===== src/rtl/music_tone_pkg.sv =====
// Shared types and constants for the note/song binary-to-BCD converters.
// Used by freq_bin_to_bcd (build option: BCD_SATURATE_EN) and bcd_add3.
package music_tone_pkg;

    typedef enum logic [1:0] {
        IDLE  = 2'd0,
        SHIFT = 2'd1,
        DONE  = 2'd2
    } conv_state_t;

    localparam int BCD_W        = 4;
    localparam int BCD_MAX_DISP = 9999;

    // Number of decimal digits needed to hold 2**w-1 (bounded loop keeps it elaboration-friendly).
    function automatic int bcd_digits(input int w);
        longint v;
        int     n;
        v = (longint'(1) << w) - 1;
        n = 0;
        for (int i = 0; i < 20; i++) begin
            if (v > 0) begin
                v = v / 10;
                n = n + 1;
            end
        end
        if (n == 0) n = 1;
        return n;
    endfunction

endpackage


===== src/rtl/bcd_add3.sv =====
// Single-digit double-dabble adjust: digits of 5 or more get +3 before the shift.
module bcd_add3
    import music_tone_pkg::*;
(
    input  logic [BCD_W-1:0] din,
    output logic [BCD_W-1:0] dout
);

    assign dout = (din >= BCD_W'(5)) ? din + BCD_W'(3) : din;

endmodule


===== src/rtl/freq_bin_to_bcd.sv =====
// Sequential shift-and-add-3 binary-to-BCD converter, one input bit per clock.
// Build option: define BCD_SATURATE_EN to clamp values above 9999 to 9999 and flag ovf.
module freq_bin_to_bcd
    import music_tone_pkg::*;
#(
    parameter int BIN_W = 14,
    parameter int NDIG  = 4
) (
    input  logic             clk,
    input  logic             rst_n,
    input  logic             start,
    input  logic [BIN_W-1:0] bin,
    output logic             busy,
    output logic             done,
    output logic [3:0]       ones,
    output logic [3:0]       tens,
    output logic [3:0]       hund,
`ifdef BCD_SATURATE_EN
    output logic [3:0]       thou,
    output logic             ovf
`else
    output logic [3:0]       thou
`endif
);

    localparam int NSCR  = bcd_digits(BIN_W);
    localparam int SCR_W = NSCR * BCD_W;
    localparam int OUT_W = NDIG * BCD_W;
    localparam int CNT_W = $clog2(BIN_W + 1);

    conv_state_t        state_q, state_d;
    logic [BIN_W-1:0]   shift_q, shift_d;
    logic [SCR_W-1:0]   scr_q,   scr_d;
    logic [SCR_W-1:0]   scr_adj;
    logic [CNT_W-1:0]   cnt_q,   cnt_d;
    logic [OUT_W-1:0]   dig_q,   dig_d;
    logic               done_q,  done_d;
`ifdef BCD_SATURATE_EN
    logic               ovf_cap_q, ovf_cap_d;
    logic               ovf_q,     ovf_d;
`endif

    genvar gi;
    generate
        for (gi = 0; gi < NSCR; gi++) begin : g_adj
            bcd_add3 u_add3 (
                .din  (scr_q[gi*BCD_W +: BCD_W]),
                .dout (scr_adj[gi*BCD_W +: BCD_W])
            );
        end
    endgenerate

    always_comb begin
        state_d = state_q;
        shift_d = shift_q;
        scr_d   = scr_q;
        cnt_d   = cnt_q;
        dig_d   = dig_q;
        done_d  = 1'b0;
`ifdef BCD_SATURATE_EN
        ovf_cap_d = ovf_cap_q;
        ovf_d     = ovf_q;
`endif
        case (state_q)
            IDLE: begin
                if (start) begin
                    shift_d = bin;
                    scr_d   = '0;
                    cnt_d   = CNT_W'(BIN_W);
                    state_d = SHIFT;
`ifdef BCD_SATURATE_EN
                    ovf_cap_d = (32'(bin) > 32'(BCD_MAX_DISP));
`endif
                end
            end
            SHIFT: begin
                // Adjust first, then shift the combined scratch:shift register.
                {scr_d, shift_d} = {scr_adj, shift_q} << 1;
                cnt_d = cnt_q - CNT_W'(1);
                if (cnt_q == CNT_W'(1)) state_d = DONE;
            end
            DONE: begin
                dig_d   = scr_q[OUT_W-1:0];
                done_d  = 1'b1;
                state_d = IDLE;
`ifdef BCD_SATURATE_EN
                ovf_d = ovf_cap_q;
                if (ovf_cap_q) dig_d = {NDIG{4'd9}};
`endif
            end
            default: state_d = IDLE;
        endcase
    end

    always_ff @(posedge clk or negedge rst_n) begin
        if (!rst_n) begin
            state_q <= IDLE;
            shift_q <= '0;
            scr_q   <= '0;
            cnt_q   <= '0;
            dig_q   <= '0;
            done_q  <= 1'b0;
`ifdef BCD_SATURATE_EN
            ovf_cap_q <= 1'b0;
            ovf_q     <= 1'b0;
`endif
        end else begin
            state_q <= state_d;
            shift_q <= shift_d;
            scr_q   <= scr_d;
            cnt_q   <= cnt_d;
            dig_q   <= dig_d;
            done_q  <= done_d;
`ifdef BCD_SATURATE_EN
            ovf_cap_q <= ovf_cap_d;
            ovf_q     <= ovf_d;
`endif
        end
    end

    assign busy = (state_q != IDLE);
    assign done = done_q;
    assign ones = dig_q[3:0];
    assign tens = dig_q[7:4];
    assign hund = dig_q[11:8];
    assign thou = dig_q[15:12];
`ifdef BCD_SATURATE_EN
    assign ovf  = ovf_q;
`endif

endmodule


===== config.mk =====
export PLATFORM = sky130hd
export DESIGN_NAME = freq_bin_to_bcd
export DESIGN_NICKNAME = d
export VERILOG_FILES = /design/src/rtl/music_tone_pkg.sv /design/src/rtl/bcd_add3.sv /design/src/rtl/freq_bin_to_bcd.sv
export SDC_FILE = /design/constraint.sdc
export NUM_CORES = 1
export LEC_CHECK = 0
export CELL_PAD_IN_SITES_DETAIL_PLACEMENT = 0
export CELL_PAD_IN_SITES_GLOBAL_PLACEMENT = 1
export CORE_MARGIN = 2
export CORE_UTILIZATION = 38
export DETAILED_ROUTE_END_ITERATION = 10
export HOLD_SLACK_MARGIN = 0.06
export PLACE_DENSITY = 0.72
export SLEW_MARGIN = 10
export SYNTH_ARGS = -nofsm -noshare
export SYNTH_HDL_FRONTEND = slang
export SYNTH_SLANG_ARGS = --single-unit

===== constraint.sdc =====
create_clock -name clk -period 1.28 [get_ports clk]
set_input_delay 0.192 -clock clk [delete_from_list [all_inputs] [get_ports clk]]
set_output_delay 0.192 -clock clk [all_outputs]
set_load 0.02 [all_outputs]

==> reports/metrics.csv, run 1 <==
stage;metric;value;unit
status;outcome;finished with violations;
status;failing checks;setup timing;
logic_synthesis;Mapped Cells;249;
critical_path;CP Class;flop to primary output;
drt;Routed WL per cell;15.5;um
drt;routed wire length;6480;um
floorplanning;top-level I/O count;35;
sta;Slew Limit Fails;0;
sta;Setup-failing EPs final;6;
drt;Final ANT Viol Nets;0;
sta;Slew @ Worst Pin;0.297;ns
floorplanning;Core ar.;0.00646;mm^2
critical_path;worst path cell trace;or2_2 > buf_6;
final_layout;n_diodes;0;
critical_path;Startpoint Class;flop;
placed_design;Post-DP Area;0.00330;mm^2
drt;via count;2199;
drt;Via density;5.25;
drt;DRC;0;
logic_synthesis;cell area after synthesis;0.00257;mm^2
critical_path;Worst Path Arrival;1.14;ns
sta;fin crit share;104;%
critical_path;R2R depth;6;
critical_path;worst reg2reg endpoint;scr_q[9];
final_layout;post-layout utilization of the core;62.3;%
sta;Clock Skew;0.00532;ns
cts;CTS Buffer Depth;2;
cts;CTS Sinks;53;
global_route;largest net degree at the start of global routing;54;
floorplanning;Die Y;86.3;um
cts;TritonCTS clock tree;yes;
final_layout;cell area after layout;0.00403;mm^2
logic_synthesis;Synth cell types;38;
placed_design;DP Worst Slack;-0.181;ns
sta;worst setup margin;-0.0496;ns
run;max_cap viols;0;
cts;total CTS buffers;5;
sta;RSZ-0062 raised after global routing;true;
critical_path;Worst path top cell family by delay;flip-flops;
critical_path;worst-path fanout max;2;
final_layout;Nets;368;
sta;minimum clock period;1.33;ns
sta;headroom to the max-slew limit;80.2;%
cts;Clk pin slew, worst setup/hold paths;0.10;ns
critical_path;worst reg2reg startpoint;scr_q[8];
final_layout;Area Growth Syn to Fin;56.5;%
cts;H-tree levels;2;
placed_design;PortBufs;34;
power;IR drop worst, VDD;0.00115;V
logic_synthesis;post-synthesis sequential area ratio;51.6;%
floorplanning;num rows;29;
global_route;grt ovf;0;
global_route;GRT Total Usage;17.1;%
logic_synthesis;#FFs+latches synth;53;
power;P_leak;0.00185;uW
critical_path;Worst R2R Setup Slack;-0.05;ns
final_layout;fillers;544;
global_route;vias in the first global route;2096;
sta;Achievable Freq;752;MHz
final_layout;share of layout cells above drive strength 1;43.3;%
placed_design;HPWL Detailed;3790;um
global_route;first-pass GRT wire length;10100;um
logic_synthesis;Mapped Nets;276;
critical_path;Critical path buffers and inverters;1;
critical_path;Worst setup EP type;primary output;
logic_synthesis;synth warn;0;
cts;clock root buffer;clkbuf_8;
floorplanning;initial core utilization;39.8;%
critical_path;slowest cell on the critical path;dfrtp_1;
global_route;initial antenna violation count;0;
floorplanning;die width;86.3;um
placed_design;RD Place Congestion;0.832;
drt;DRT iter0 DRCs;110;
min_path;Hold Path Class;primary input to async pin;
drt;DRT Pass-1 Iters;4;
power;PD cells;2450;mW/mm^2
critical_path;CP max stage delay;0.39;ns
critical_path;CP required;1.09;ns
cts;clk_lat worst skew;0.31;ns
logic_synthesis;post-synthesis average cell area;10.3;um^2
floorplanning;die footprint;0.00744;mm^2
sta;hold violation count in the final report;0;
==> layer usage <==
layer / wire (um) / vias to the layer above / GRT usage (%) / share of wire, %
met4: 63 / 0 / 4.83 / 0.97
met1: 2960 / 1065 / 24.5 / 46
li1: - / 1073 / - / -
met5: 0 / - / 0 / 0
met3: 270 / 5 / 3.81 / 4.2
met2: 3180 / 56 / 26.2 / 49
==> sequential cells by signal (all words and copies together), names as in the netlist <==
register	count
state_q	2
scr_q	16
shift_q	14
done	1
cnt_q	4
dig_q	16
==> through the flow <==
stage	instances	hold WS [ns]	total power, uW	setup TNS, ns
after floorplan	249	-0.104	5420	0
after global placement	386	0.211	7090	-2.29
after detailed placement	386	0.214	7170	-2.88
after CTS	411	0.403	9220	-2.02
after global routing	419	0.443	10600	-1.14
final	419	0.413	9860	-0.205
==> worst max-delay path by stage <==
| stage | depth (start not counted) | endpoint | startpoint | slack [ns] |
|---|---|---|---|---|
| final | 2 | busy | state_q[1] | -0.05 |
| after global routing | 5 | scr_q[2] | state_q[1] | -0.10 |
| after CTS | 7 | shift_q[3] | state_q[0] | -0.09 |
| after detailed placement | 5 | shift_q[3] | start | -0.18 |
| after global placement | 5 | shift_q[10] | start | -0.11 |
| after floorplan | 5 | scr_q[8] | scr_q[5] | 0.002 |
==> layout by cell type, fill, tap and decap left out, types with 3 or more instances in the layout <==
master / instances
o31ai_2: 3
a22oi_2: 3
o21ai_0: 6
o21ai_2: 5
xnor2_1: 3
o32ai_2: 3
a21oi_1: 4
o21ai_1: 24
ha_1: 3
a32o_1: 5
buf_4: 38
dlygate4sd2_1: 15
o211ai_1: 3
nand2b_4: 3
clkbuf_8: 6
ha_4: 6
inv_2: 8
nand2_1: 21
inv_1: 12
a22oi_1: 8
buf_6: 19
o2111ai_2: 5
clkbuf_16: 3
o221ai_2: 4
nand2b_1: 4
dfrtp_1: 53
nand2_2: 16
buf_12: 3
nor2b_4: 5
clkdlybuf4s50_1: 15
==> worst min-delay path, delay by kind of cell <==
kind / cells / cell delay [ns]
buffers and inverters: 3 / 0.93
==> cell type report <==
cell class,count,area [um^2],share of cell area (%)
Inverter,20,75.1,1.87
Tap cell,77,96.3,2.39
Clock inverter,1,30.0,0.746
Sequential cell,53,1330,32.9
Clock buffer,7,86.3,2.14
Multi-Input combinational cell,162,1420,35.2
Timing Repair Buffer,99,993,24.7
==> cells in the mapped netlist (all sizes together) <==
cell,count,area (um^2)
o21ai,35,175
and3,1,6.26
dfrtp,53,1330
and2b,1,10.0
ha,10,125
nor2b,5,31.3
o2111ai,8,88.8
a31oi,2,12.5
o21bai,1,7.51
o211ai,4,35.0
nor2,4,15.0
clkbuf,3,12.5
o21a,4,30.0
a21oi,4,20.0
o21ba,1,16.3
nor3,1,5.00
o221ai,4,53.8
a32o,5,50.1
o32ai,3,26.3
and3b,2,17.5
xnor2,3,26.3
nand2,39,146
inv,20,75.1
a22oi,11,82.6
nand2b,7,43.8
nand3b,1,7.51
o31ai,4,30.0
mux2i,1,10.0
or2,1,6.26
buf,11,78.8
==> repair_timing <==
item / 4_1_cts / 5_1_grt
pin swaps: 16 / 27
gates cloned: 3 / 4
hold buffers: 1 / 0
hold endpoints to repair: 53 / 0
endpoints found under the setup margin: 36 / 53
setup buffers: 14 / 7
resized for setup: 62 / 85
==> cells by family after synthesis <==
| family | synth area share, % |
|---|---|
| compound gates | 24.4 |
| xor+xnor | 1.02 |
| fa+ha+maj | 4.87 |
| buf+inv | 6.47 |
| flops | 51.6 |
| mux | 0.389 |
| simple gates | 11.2 |
==> power breakdown <==
part           total, uW  leakage (uW)  internal (uW)  switching [uW]
Combinational       5850       0.00110           3130            2720
Clock               1200     0.0000585            639             562
Sequential          2800      0.000695           2320             487
Total               9860       0.00185           6090            3770
Power figures use the tool's default switching activity.
==> run 2: changes to the inputs <==
--- a/config.mk
+++ b/config.mk
@@ -5,13 +5,11 @@
 export SDC_FILE = /design/constraint.sdc
 export NUM_CORES = 1
 export LEC_CHECK = 0
-export CELL_PAD_IN_SITES_DETAIL_PLACEMENT = 0
-export CELL_PAD_IN_SITES_GLOBAL_PLACEMENT = 1
 export CORE_MARGIN = 2
-export CORE_UTILIZATION = 38
+export CORE_UTILIZATION = 40
 export DETAILED_ROUTE_END_ITERATION = 10
 export HOLD_SLACK_MARGIN = 0.06
-export PLACE_DENSITY = 0.72
+export PLACE_DENSITY = 0.61
 export SLEW_MARGIN = 10
 export SYNTH_ARGS = -nofsm -noshare
 export SYNTH_HDL_FRONTEND = slang
==> run 2 against run 1 <==
Compared with the run above: clock-buffer cell count fell by 2; clock power rose by 13%; sequential cell count did not move; the flow still finishes with violations (setup timing); sequential share of layout area rose by 2.1 points; routed wire length fell by 2.9%; largest cell class unchanged; global-route usage fell by 0.19 points; final area fell by 5.9%; via count fell by 2.3%.
==> reports/metrics.csv, run 2 (synthesized netlist as in run 1, its figures left out) <==
stage;metric;value;unit;change
placed_design;DP Worst Slack;-0.186;ns;was -0.181 ns
floorplanning;die width;84.2;um;was 86.3 um
critical_path;worst-path fanout max;6;;was 2
drt;Final ANT Viol Nets;0;;unchanged
status;outcome;finished with violations;;unchanged
sta;Slew Limit Fails;0;;unchanged
drt;via count;2148;;was 2199
floorplanning;top-level I/O count;35;;unchanged
global_route;grt ovf;0;;unchanged
drt;Via density;5.24;;was 5.25
cts;CTS Buffer Depth;2;;unchanged
cts;clock root buffer;clkbuf_8;;unchanged
floorplanning;Die Y;84.2;um;was 86.3 um
drt;routed wire length;6290;um;was 6480 um
cts;TritonCTS clock tree;yes;;unchanged
critical_path;CP Class;flop to flop;;was flop to primary output
final_layout;cell area after layout;0.00379;mm^2;was 0.00403 mm^2
final_layout;Non-Filler Instances;410;;was 419
cts;clk_lat worst skew;0.31;ns;about the same
floorplanning;die footprint;0.00709;mm^2;was 0.00744 mm^2
min_path;Hold Path Class;primary input to async pin;;unchanged
global_route;vias in the first global route;2055;;was 2096
placed_design;PortBufs;34;;unchanged
sta;fin crit share;105;%;was 104%
sta;Clock Skew;0.00880;ns;was 0.00532 ns
final_layout;fillers;546;;was 544
final_layout;top flop regs;dig_q (16), scr_q (16), shift_q (14);;unchanged
cts;Clk pin slew, worst setup/hold paths;0.10;ns;about the same
drt;Routed WL per cell;15.3;um;was 15.5 um
placed_design;RD Place Congestion;0.764;;was 0.832
critical_path;Worst Path Arrival;1.55;ns;was 1.14 ns
sta;Setup-failing EPs final;13;;was 6
sta;Achievable Freq;746;MHz;was 752 MHz
floorplanning;Core ar.;0.00628;mm^2;was 0.00646 mm^2
sta;headroom to the max-slew limit;80.9;%;was 80.2%
final_layout;commonest cells after routing, fill and taps aside;52 x dfrtp_1, 38 x buf_4, 33 x nand2_1;;was 53 x dfrtp_1, 38 x buf_4, 24 x o21ai_1
critical_path;Startpoint Class;flop;;unchanged
run;max_cap viols;0;;unchanged
cts;H-tree levels;2;;unchanged
critical_path;Worst setup EP type;flop;;was primary output
status;failing checks;setup timing;;unchanged
global_route;first-pass GRT wire length;9640;um;was 10100 um
power;P_leak;0.00177;uW;was 0.00185 uW
sta;Slew @ Worst Pin;0.286;ns;was 0.297 ns
final_layout;post-layout utilization of the core;60.4;%;was 62.3%
cts;CTS Sinks;53;;unchanged
global_route;largest net degree at the start of global routing;54;;unchanged
sta;RSZ-0062 raised after global routing;true;;unchanged
sta;minimum clock period;1.34;ns;was 1.33 ns
placed_design;number of cells after detailed placement;382;;was 386
placed_design;Post-DP Area;0.00325;mm^2;was 0.00330 mm^2
final_layout;n_diodes;0;;unchanged
global_route;GRT Total Usage;16.9;%;was 17.1%
sta;hold violation count in the final report;0;;unchanged
final_layout;share of layout cells above drive strength 1;36.0;%;was 43.3%
final_layout;Multi-input gate area;0.00134;mm^2;was 0.00142 mm^2
drt;DRT iter0 DRCs;79;;was 110
drt;DRT Pass-1 Iters;4;;unchanged
final_layout;Nets;359;;was 368
global_route;initial antenna violation count;0;;unchanged
floorplanning;initial core utilization;41.0;%;was 39.8%
cts;total CTS buffers;5;;unchanged
sta;worst setup margin;-0.0605;ns;was -0.0496 ns
placed_design;HPWL Detailed;3700;um;was 3790 um
final_layout;leading cell type in the layout, fill and taps excluded;dfrtp_1;;unchanged
final_layout;Register Area;0.00133;mm^2;about the same
drt;DRC;0;;unchanged
final_layout;Area Growth Syn to Fin;47.3;%;was 56.5%
critical_path;CP required;1.49;ns;was 1.09 ns
power;IR drop worst, VDD;0.00101;V;was 0.00115 V
sta;setup TNS;-0.239;ns;was -0.205 ns
floorplanning;num rows;29;;unchanged
power;PD cells;2470;mW/mm^2;was 2450 mW/mm^2
[run 2: changes by cell type in the layout (fill, tap and decap cells not counted), sizes merged]
cell,delta
dlygate4sd2,+2
and2b,+2
buf,-10
clkinv,+1
clkbuf,-3
clkdlybuf4s15,-2
bufinv,+1
[run 2: through the flow]
stage	power [uW]	hold slack, ns
finish	9350	0.395
global route	10000	0.438
CTS	8600	0.411
detailed placement	6930	0.211
global placement	6830	0.210
floorplan	5420	-0.104
[run 2: what timing repair did]
item	in CTS	in global routing
endpoints found under the setup margin	54	45
resized for setup	47	58
gates cloned	3	5
pin swaps	10	14
setup buffers	6	5
endpoints found under the hold margin	53	0
hold buffers	1	0
[run 2: per-layer routing]
layer  wire, um  GRT usage [%]  vias to the layer above
li1           -              -                     1054
met1       2890           23.1                     1044
met2       3060           27.6                       39
met3        195           3.34                       11
met4        142           4.84                        0
met5          0              0                        -
[run 2: final cells by class]
type	instances	area share (%)
tap	77	2.54
timing repair buffer	88	21.7
sequential	53	35.0
clock inverter	3	1.72
inverter	20	1.98
multi-input combinational	164	35.2
clock buffer	5	1.82
[run 2: worst max-delay path, stage by stage, from the launching register on]
cell and delay [ns]:
dfrtp_1 0.43, buf_6 0.15, buf_6 0.11, o21bai_4 0.19
buf_6 0.15, a32o_1 0.21
[run 2: final timing paths]
kind / depth (start not counted) / endpoint / startpoint / slack, ns
worst min register to register: 2 / dig_q[1] / dig_q[1] / 0.48
worst max-delay path: 5 / shift_q[0] / state_q[1] / -0.06
min in group clk: 2 / dig_q[1] / dig_q[1] / 0.48
worst min-delay path: 3 / dig_q[14] / rst_n / 0.40
worst max register to register: 5 / shift_q[0] / state_q[1] / -0.06
max in group asynchronous: 3 / scr_q[3] / rst_n / 0.64
[run 2: where the power goes]
group          leakage [uW]  internal, uW  switching (uW)  total, uW
Clock             0.0000681           777             570       1350
Combinational       0.00101          2640            2580       5210
Sequential         0.000695          2320             468       2790
